## src/rtl/mem_port_arbiter.sv

```systemverilog
// Single-port memory arbiter: the Pipeline port (A) always wins. A secondary
// requester (B) is parked in a one-entry buffer and issued on a cycle when A is idle.
module mem_port_arbiter #(
    parameter int ADDR_WIDTH   = 32,
    parameter int WAIT_WIDTH   = 8,
    parameter int STARVE_LIMIT = 64
) (
    input  logic                  clk,
    input  logic                  rst,

    input  logic                  a_valid,
    input  logic                  a_write,
    input  logic [3:0]            a_wmask,
    input  logic [31:0]           a_wdata,
    input  logic                  a_wgrubby,
    input  logic [ADDR_WIDTH-1:0] a_addr,
    output logic [31:0]           a_rdata,
    output logic                  a_rgrubby,

    input  logic                  b_valid,
    output logic                  b_ready,
    input  logic                  b_write,
    input  logic [3:0]            b_wmask,
    input  logic [31:0]           b_wdata,
    input  logic                  b_wgrubby,
    input  logic [ADDR_WIDTH-1:0] b_addr,
    output logic                  b_rvalid,
    output logic [31:0]           b_rdata,
    output logic                  b_rgrubby,

    output logic                  mem_valid,
    output logic                  mem_write,
    output logic [3:0]            mem_wmask,
    output logic [31:0]           mem_wdata,
    output logic                  mem_wgrubby,
    output logic [ADDR_WIDTH-1:0] mem_addr,
    input  logic [31:0]           mem_rdata,
    input  logic                  mem_rgrubby,

    output logic                  starved,
    output logic [WAIT_WIDTH-1:0] wait_count
);

    typedef enum logic {
        IDLE = 1'b0,
        PEND = 1'b1
    } state_t;

    localparam logic [WAIT_WIDTH-1:0] WAIT_MAX  = '1;
    localparam logic [WAIT_WIDTH-1:0] STARVE_TH = WAIT_WIDTH'(STARVE_LIMIT);

    state_t                  state_q, state_d;
    logic                    buf_write_q, buf_write_d;
    logic [3:0]              buf_wmask_q, buf_wmask_d;
    logic [31:0]             buf_wdata_q, buf_wdata_d;
    logic                    buf_wgrubby_q, buf_wgrubby_d;
    logic [ADDR_WIDTH-1:0]   buf_addr_q, buf_addr_d;
    logic                    b_read_q, b_read_d;
    logic [WAIT_WIDTH-1:0]   wait_q, wait_d;

    logic                    issue_b;
    logic                    accept;

    function automatic logic [WAIT_WIDTH-1:0] sat_inc(input logic [WAIT_WIDTH-1:0] v);
        return (v == WAIT_MAX) ? v : v + 1'b1;
    endfunction

    assign issue_b = (state_q == PEND) && !a_valid;
    assign b_ready = (state_q == IDLE) || issue_b;
    assign accept  = b_valid && b_ready;

    always_comb begin
        state_d       = state_q;
        buf_write_d   = buf_write_q;
        buf_wmask_d   = buf_wmask_q;
        buf_wdata_d   = buf_wdata_q;
        buf_wgrubby_d = buf_wgrubby_q;
        buf_addr_d    = buf_addr_q;
        wait_d        = wait_q;
        b_read_d      = issue_b && !buf_write_q;

        // A new accept overrides the issue-driven return to IDLE so B can stream at 1/cycle.
        if (accept) begin
            state_d       = PEND;
            buf_write_d   = b_write;
            buf_wmask_d   = b_wmask;
            buf_wdata_d   = b_wdata;
            buf_wgrubby_d = b_wgrubby;
            buf_addr_d    = b_addr;
            wait_d        = '0;
        end else if (issue_b) begin
            state_d = IDLE;
            wait_d  = '0;
        end else if (state_q == PEND) begin
            wait_d = sat_inc(wait_q);
        end
    end

    always_ff @(posedge clk) begin
        if (rst) begin
            state_q       <= IDLE;
            buf_write_q   <= 1'b0;
            buf_wmask_q   <= '0;
            buf_wdata_q   <= '0;
            buf_wgrubby_q <= 1'b0;
            buf_addr_q    <= '0;
            b_read_q      <= 1'b0;
            wait_q        <= '0;
        end else begin
            state_q       <= state_d;
            buf_write_q   <= buf_write_d;
            buf_wmask_q   <= buf_wmask_d;
            buf_wdata_q   <= buf_wdata_d;
            buf_wgrubby_q <= buf_wgrubby_d;
            buf_addr_q    <= buf_addr_d;
            b_read_q      <= b_read_d;
            wait_q        <= wait_d;
        end
    end

    always_comb begin
        mem_valid   = 1'b0;
        mem_write   = 1'b0;
        mem_wmask   = '0;
        mem_wdata   = '0;
        mem_wgrubby = 1'b0;
        mem_addr    = '0;
        if (a_valid) begin
            mem_valid   = 1'b1;
            mem_write   = a_write;
            mem_wmask   = a_wmask;
            mem_wdata   = a_wdata;
            mem_wgrubby = a_wgrubby;
            mem_addr    = a_addr;
        end else if (issue_b) begin
            mem_valid   = 1'b1;
            mem_write   = buf_write_q;
            mem_wmask   = buf_wmask_q;
            mem_wdata   = buf_wdata_q;
            mem_wgrubby = buf_wgrubby_q;
            mem_addr    = buf_addr_q;
        end
    end

    // The Pipeline ignores response cycles it did not request, so A data is unqualified.
    assign a_rdata    = mem_rdata;
    assign a_rgrubby  = mem_rgrubby;
    assign b_rvalid   = b_read_q;
    assign b_rdata    = mem_rdata;
    assign b_rgrubby  = mem_rgrubby;
    assign wait_count = wait_q;
    assign starved    = (state_q == PEND) && (wait_q >= STARVE_TH);

endmodule

```

## config.mk

```make
export PLATFORM = sky130hd
export DESIGN_NAME = mem_port_arbiter
export DESIGN_NICKNAME = d
export VERILOG_FILES = /design/src/rtl/mem_port_arbiter.sv
export SDC_FILE = /design/constraint.sdc
export NUM_CORES = 1
export LEC_CHECK = 0
export BUFFER_PORTS_ARGS = -buffer_cell sky130_fd_sc_hd__buf_2
export CAP_MARGIN = 20
export CORE_MARGIN = 8
export CORE_UTILIZATION = 30
export DETAILED_ROUTE_END_ITERATION = 10
export SYNTH_ARGS = -nofsm -noshare
export SYNTH_HDL_FRONTEND = slang
export SYNTH_SLANG_ARGS = --single-unit
export TNS_END_PERCENT = 5
```

## constraint.sdc

```tcl
create_clock -name clk -period 1.7 [get_ports clk]
set_input_delay 0.34 -clock clk [delete_from_list [all_inputs] [get_ports clk]]
set_output_delay 0.34 -clock clk [all_outputs]
set_load 0.05 [all_outputs]
```

==> impl_metrics.py, run 1 <==
metrics = {
    "clocking": {
        "clock_latency_ps": 340,
        "cts-root-buf": "clkbuf_16",
        "cts_tree": "yes",
        "cts_buffers": 9,
        "clk_pin_slew_ps": 60,
        "cts_htree_levels": 3,
        "cts.sinks": 80,
        "clockBufferDepth": 2,
    },
    "global_routing": {
        "antenna_found_initial": 2,
        "grt_pass1_wl_mm": 25.6,
        "grt_pass1_vias": 4772,
        "grt_usage": 0.165,
        "use_met2": 0.295,
        "met3_usage": 0.0938,
        "grt_max_degree": 73,
        "met1_usage": 0.157,
        "grt-ovfl-total": 0,
        "busiest_layer": "met2",
    },
    "floorplan": {
        "num_rows": 44,
        "coreArea_mm2": 0.0146,
        "num_io_pins": 325,
        "start_util": 0.308,
        "die_y_um": 138,
        "dieArea_mm2": 0.0191,
        "die_x_um": 138,
    },
    "sta": {
        "hold_ws_ps": 229,
        "tightestPinTransition_ps": 392,
        "skew_ps": 4.70,
        "post-route-period-util": 1.02,
        "fin_ws_ps": -38.8,
        "period_needed_ps": 1740,
        "slew_headroom": 0.736,
        "finalSetupViolations": 34,
        "timing.final.hold_violations": 0,
        "rsz0062_at_grt": "yes",
        "max_freq_mhz": 575,
        "drv_slew": 0,
    },
    "power": {
        "p_total_uw": 5280,
        "p_leak_uw": 0.00289,
        "ir_worst_vdd_mv": 0.621,
        "power.density_mw_per_mm2": 803,
    },
    "setup_path": {
        "cp-endpoint": "mem_addr[1]",
        "r2r_slack_ps": 170,
        "critPathRequiredTime_ps": 1360,
        "end_kind": "output port",
        "r2r_cells": 7,
        "startpoint": "state_q",
        "criticalPathCategory": "reg -> out",
        "worst_setup_path_start_kind": "flop",
        "timing.rr.start": "state_q",
        "r2r-end": "buf_addr_q[27]",
        "cp_max_fo": 7,
        "crit_arrival_ps": 1400,
    },
    "routing": {
        "drt_iter0_markers": 187,
        "ant_nets": 0,
        "wl_mm": 16.6,
        "viasPerCell": 4.70,
        "drc": 0,
        "first_pass_iters": 4,
        "wire_per_inst_um": 16.4,
        "vias": 4760,
    },
    "cells_and_area": {
        "area_growth_pct": 46.6,
        "layout_commonest_cell": "nand2_1",
        "multi_input_area_mm2": 0.00235,
        "diodes": 0,
        "final_cell_mix": "nand2_1, buf_2, dfxtp_1",
        "instances_no_fill": 1012,
        "n_fill_cell": 1527,
        "fin_nets": 1001,
        "drive_above_1_share": 0.423,
        "regArea_mm2": 0.00161,
    },
    "synth": {
        "netlist_instances": 668,
        "ys_seq_area_frac": 0.357,
        "syn_nets": 846,
        "netlist_area_mm2": 0.00449,
        "synth_warnings": 0,
        "synth-seq-cells": 80,
        "yosys.cell_types.count": 36,
        "avgSynthCellArea_um2": 6.72,
    },
    "hold_path": {
        "min_path_type": "in -> reg",
    },
    "outcome": {
        "outcome": "finished, violations left",
        "violations": "negative setup slack",
    },
    "placement": {
        "gp_congestion": 0.770,
        "dp_cells": 985,
        "numPortBuffers": 225,
        "dp_hpwl_mm": 12.4,
    },
    "run": {
        "drv_cap": 0,
    },
}
how the worst min path moves through the flow:
stage,start,end,cells past startpoint
final,b_wdata[9],buf_wdata_q[9],3
after global routing,b_wdata[23],buf_wdata_q[23],3
after CTS,b_wdata[4],buf_wdata_q[4],3
after detailed placement,buf_wdata_q[10],buf_wdata_q[10],2
after global placement,buf_wdata_q[16],buf_wdata_q[16],2
after floorplan,buf_write_q,b_rvalid,1
sequential cells by signal, summed over array words and instances, names as in the netlist:
signal	count
buf_addr_q	32
buf_wdata_q	32
wait_count	8
buf_wmask_q	4
b_rvalid	1
buf_wgrubby_q	1
buf_write_q	1
state_q	1
area by class of cell:
| type | instances | area share |
|---|---|---|
| clock buffers | 10 | 0.0348 |
| clock inverters | 6 | 0.00665 |
| inverters | 6 | 0.00342 |
| multi-input cells | 466 | 0.358 |
| flip-flops and latches | 80 | 0.244 |
| well taps | 184 | 0.0350 |
| repair buffers | 260 | 0.318 |
metal layers:
| metal | part of all wire | vias to the layer above |
|---|---|---|
| li1 | - | 2420 |
| met3 | 0.11 | 24 |
| met1 | 0.35 | 2082 |
| met5 | 0.0016 | - |
| met4 | 0.022 | 4 |
| met2 | 0.51 | 230 |
cell usage after synthesis (all sizes together):
master / number / area, µm²
nand2: 281 / 1050
buf: 94 / 691
dfxtp: 80 / 1600
a21oi: 75 / 379
o21ai: 72 / 360
clkbuf: 22 / 83.8
o211ai: 8 / 60.1
inv: 5 / 18.8
mux2i: 4 / 40.0
a21boi: 3 / 33.8
and4: 3 / 26.3
nor2: 3 / 13.8
nand3: 2 / 10.0
a211oi: 1 / 7.51
a21bo: 1 / 10.0
a311oi: 1 / 8.76
and2: 1 / 6.26
and3: 1 / 6.26
clkinv: 1 / 3.75
ha: 1 / 12.5
nand4: 1 / 6.26
nor3: 1 / 5.00
nor3b: 1 / 7.51
nor4: 1 / 6.26
nor4b: 1 / 8.76
o21a: 1 / 7.51
o31ai: 1 / 7.51
or2: 1 / 6.26
or3: 1 / 6.26
power breakdown:
| group | total [µW] | internal, µW | switching [µW] |
|---|---|---|---|
| clock | 1780 | 991 | 789 |
| sequential | 2030 | 1980 | 54.6 |
| combinational | 1470 | 592 | 883 |
| total | 5280 | 3560 | 1730 |
cells by family after synthesis:
family | count (synthesis) | share of synthesized area
AOI/OAI and AO/OA | 163 | 0.195
adders and majority gates | 1 | 0.00279
buffers and inverters | 122 | 0.178
DFF | 80 | 0.357
muxes | 4 | 0.00892
and+or+nand+nor | 298 | 0.259
worst max-delay path: stages, from the launching register on:
cell and delay [ps]:
dfxtp_4 400, buf_6 140, buf_8 120, nand2_1 70, o21ai_2 140, buf_6 180
through the flow:
stage	setup TNS (ps)	worst slack (ps)	instance area (µm²)	utilization
after floorplan	-15350	-244	4500	-
after global placement	0	122	5390	0.370
after detailed placement	0	106	5390	0.370
after CTS	-2440	-61.3	6300	0.432
after global routing	-4970	-121	6580	0.451
final	-557	-38.8	6580	0.451
repair_timing:
action / in CTS / in global routing
endpoints found under the setup margin: 73 / 73
gates cloned: 2 / 2
setup buffers: 6 / 2
pin swaps: 1 / 6
resized for setup: 164 / 62
hold buffers: 0 / 0
Note: power is estimated with default switching activity, not from simulation.
==> run 2, diff against run 1 <==
--- a/config.mk
+++ b/config.mk
@@ -7,9 +7,11 @@
 export LEC_CHECK = 0
 export BUFFER_PORTS_ARGS = -buffer_cell sky130_fd_sc_hd__buf_2
 export CAP_MARGIN = 20
+export CORE_ASPECT_RATIO = 2
 export CORE_MARGIN = 8
 export CORE_UTILIZATION = 30
 export DETAILED_ROUTE_END_ITERATION = 10
+export REMOVE_ABC_BUFFERS = 1
 export SYNTH_ARGS = -nofsm -noshare
 export SYNTH_HDL_FRONTEND = slang
 export SYNTH_SLANG_ARGS = --single-unit
==> impl_metrics.py, run 2 (synthesis results as in run 1) <==
metrics = {
    "placement": {
        "gp_congestion": 0.871,
        "dp_hpwl_mm": 15.0,
        "numPortBuffers": 225,
        "dp_cells": 996,
    },
    "power": {
        "p_leak_uw": 0.00292,
        "p_total_uw": 5550,
        "power_frac_seq": 0.365,
        "p_switching_uw": 1700,
        "switching_share": 0.306,
        "clkPwrFrac": 0.369,
        "power.share.combinational": 0.266,
        "ir_worst_vdd_mv": 0.489,
        "internal_power_uw": 3860,
        "power.density_mw_per_mm2": 844,
    },
    "cells_and_area": {
        "layout_commonest_cell": "nand2_1",
        "n_fill_cell": 1533,
        "fin_nets": 1001,
        "area_growth_pct": 46.6,
        "final_cell_mix": "nand2_1, buf_2, dfxtp_1",
        "instances_no_fill": 1022,
        "drive_above_1_share": 0.418,
    },
    "setup_path": {
        "criticalPathCategory": "reg -> out",
        "worst_setup_path_start_kind": "flop",
        "critPathTopFamily": "buffers and inverters",
        "cp_cell_sequence": "buf_12 > buf_12 > clkbuf_16 > nand2_1 > o21ai_2 > buf_6",
        "critPathRequiredTime_ps": 1360,
        "cp_max_fo": 6,
        "crit_arrival_ps": 1470,
        "crit_top_cell": "buf_12",
        "path_buf_inv": 4,
        "max_stage_delay_ps": 360,
        "end_kind": "output port",
        "cp_slowest_cell": "dfxtp_4",
    },
    "routing": {
        "drt_iter0_markers": 148,
        "vias": 4873,
        "first_pass_iters": 4,
        "viasPerCell": 4.77,
        "wire_per_inst_um": 19.6,
        "wl_mm": 20.0,
        "ant_nets": 0,
        "drc": 0,
    },
    "clocking": {
        "cts.sinks": 80,
        "cts-root-buf": "clkbuf_16",
        "clockBufferDepth": 2,
        "cts_tree": "yes",
        "cts_htree_levels": 3,
        "clk_pin_slew_ps": 60,
        "hold_buffers": 0,
        "clock_latency_ps": 330,
        "cts_buffers": 9,
    },
    "sta": {
        "period_needed_ps": 1810,
        "max_freq_mhz": 553,
        "finalSetupViolations": 46,
        "timing.final.hold_violations": 0,
        "hold_ws_ps": 239,
        "rsz0062_at_grt": "yes",
        "fin_ws_ps": -109,
        "slew_headroom": 0.752,
        "drv_slew": 0,
        "final.setup.tns_ps": -1780,
        "tightestPinTransition_ps": 371,
        "post-route-period-util": 1.06,
        "skew_ps": 6.48,
    },
    "global_routing": {
        "antenna_found_initial": 3,
        "use_met2": 0.296,
        "grt-ovfl-total": 0,
        "grt_usage": 0.185,
        "met1_usage": 0.192,
        "grt_pass1_wl_mm": 26.9,
        "busiest_layer": "met2",
        "met3_usage": 0.113,
        "grt_max_degree": 53,
        "grt_pass1_vias": 4634,
    },
    "floorplan": {
        "die_x_um": 103,
        "num_rows": 63,
        "coreArea_mm2": 0.0147,
        "dieArea_mm2": 0.0194,
        "num_io_pins": 325,
        "start_util": 0.305,
        "die_y_um": 189,
    },
    "outcome": {
        "outcome": "finished, violations left",
        "violations": "negative setup slack",
    },
    "run": {
        "drv_cap": 0,
    },
    "hold_path": {
        "min_path_type": "in -> reg",
    },
}
[run 2: changes by cell type in the layout (fill, tap and decap cells not counted), moves of 3 or more]
cell	delta
buf_4	+12
buf_6	-16
o21ai_2	-9
clkinvlp_4	-4
clkbuf_16	+3
o21ai_1	+8
[run 2: repair_timing]
| action | CTS | global route |
|---|---|---|
| pin swaps | 0 | 3 |
| resized for setup | 131 | 150 |
| gates cloned | 0 | 5 |
| buffers inserted | 0 | 6 |
| setup endpoints to repair | 72 | 73 |
[run 2: power groups by stage]
stage	Sequential, µW	Clock [µW]	Combinational [µW]
6_report	2030	2050	1480
3_5_place_dp	2070	0	1180
3_3_place_gp	2060	0	1180
4_1_cts	2030	2130	1280
2_1_floorplan	2080	0	647
5_1_grt	2040	2190	1570
[run 2: metal layers]
layer / up-vias / share of wire
li1: 2423 / -
met1: 2167 / 0.36
met2: 251 / 0.49
met3: 26 / 0.13
met4: 6 / 0.022
met5: - / 0.0043
[run 2: tightest hold or removal path: cells and delay by family]
kind / cells / cell delay, ps
compound gates: 1 / 50
buf+inv: 1 / 90
simple gates: 1 / 40
[run 2: final timing paths]
kind                  start             end  slack (ps)  cells past startpoint
max                 state_q    mem_addr[11]        -110                      6
min              b_wdata[6]  buf_wdata_q[6]         240                      3
max reg2reg         state_q   wait_count[5]        -110                      8
min reg2reg  buf_wdata_q[5]  buf_wdata_q[5]         450                      2
[run 2: cell type report]
cell class	count	area, µm²	area share
Multi-Input combinational cell	466	2350	0.357
Timing Repair Buffer	260	2050	0.312
Sequential cell	80	1610	0.244
Tap cell	195	244	0.0371
Clock buffer	10	239	0.0363
Clock inverter	4	70.1	0.0106
Inverter	6	22.5	0.00342
Antenna cell	1	2.50	0.000380
[run 2: through the flow]
stage,instance area [µm²],setup slack (ps),utilization
2_1_floorplan,3710,-1450,-
3_3_place_gp,5390,59.5,0.366
3_5_place_dp,5390,40.6,0.366
4_1_cts,5960,-97.0,0.404
5_1_grt,6580,-170,0.447
6_report,6580,-109,0.447
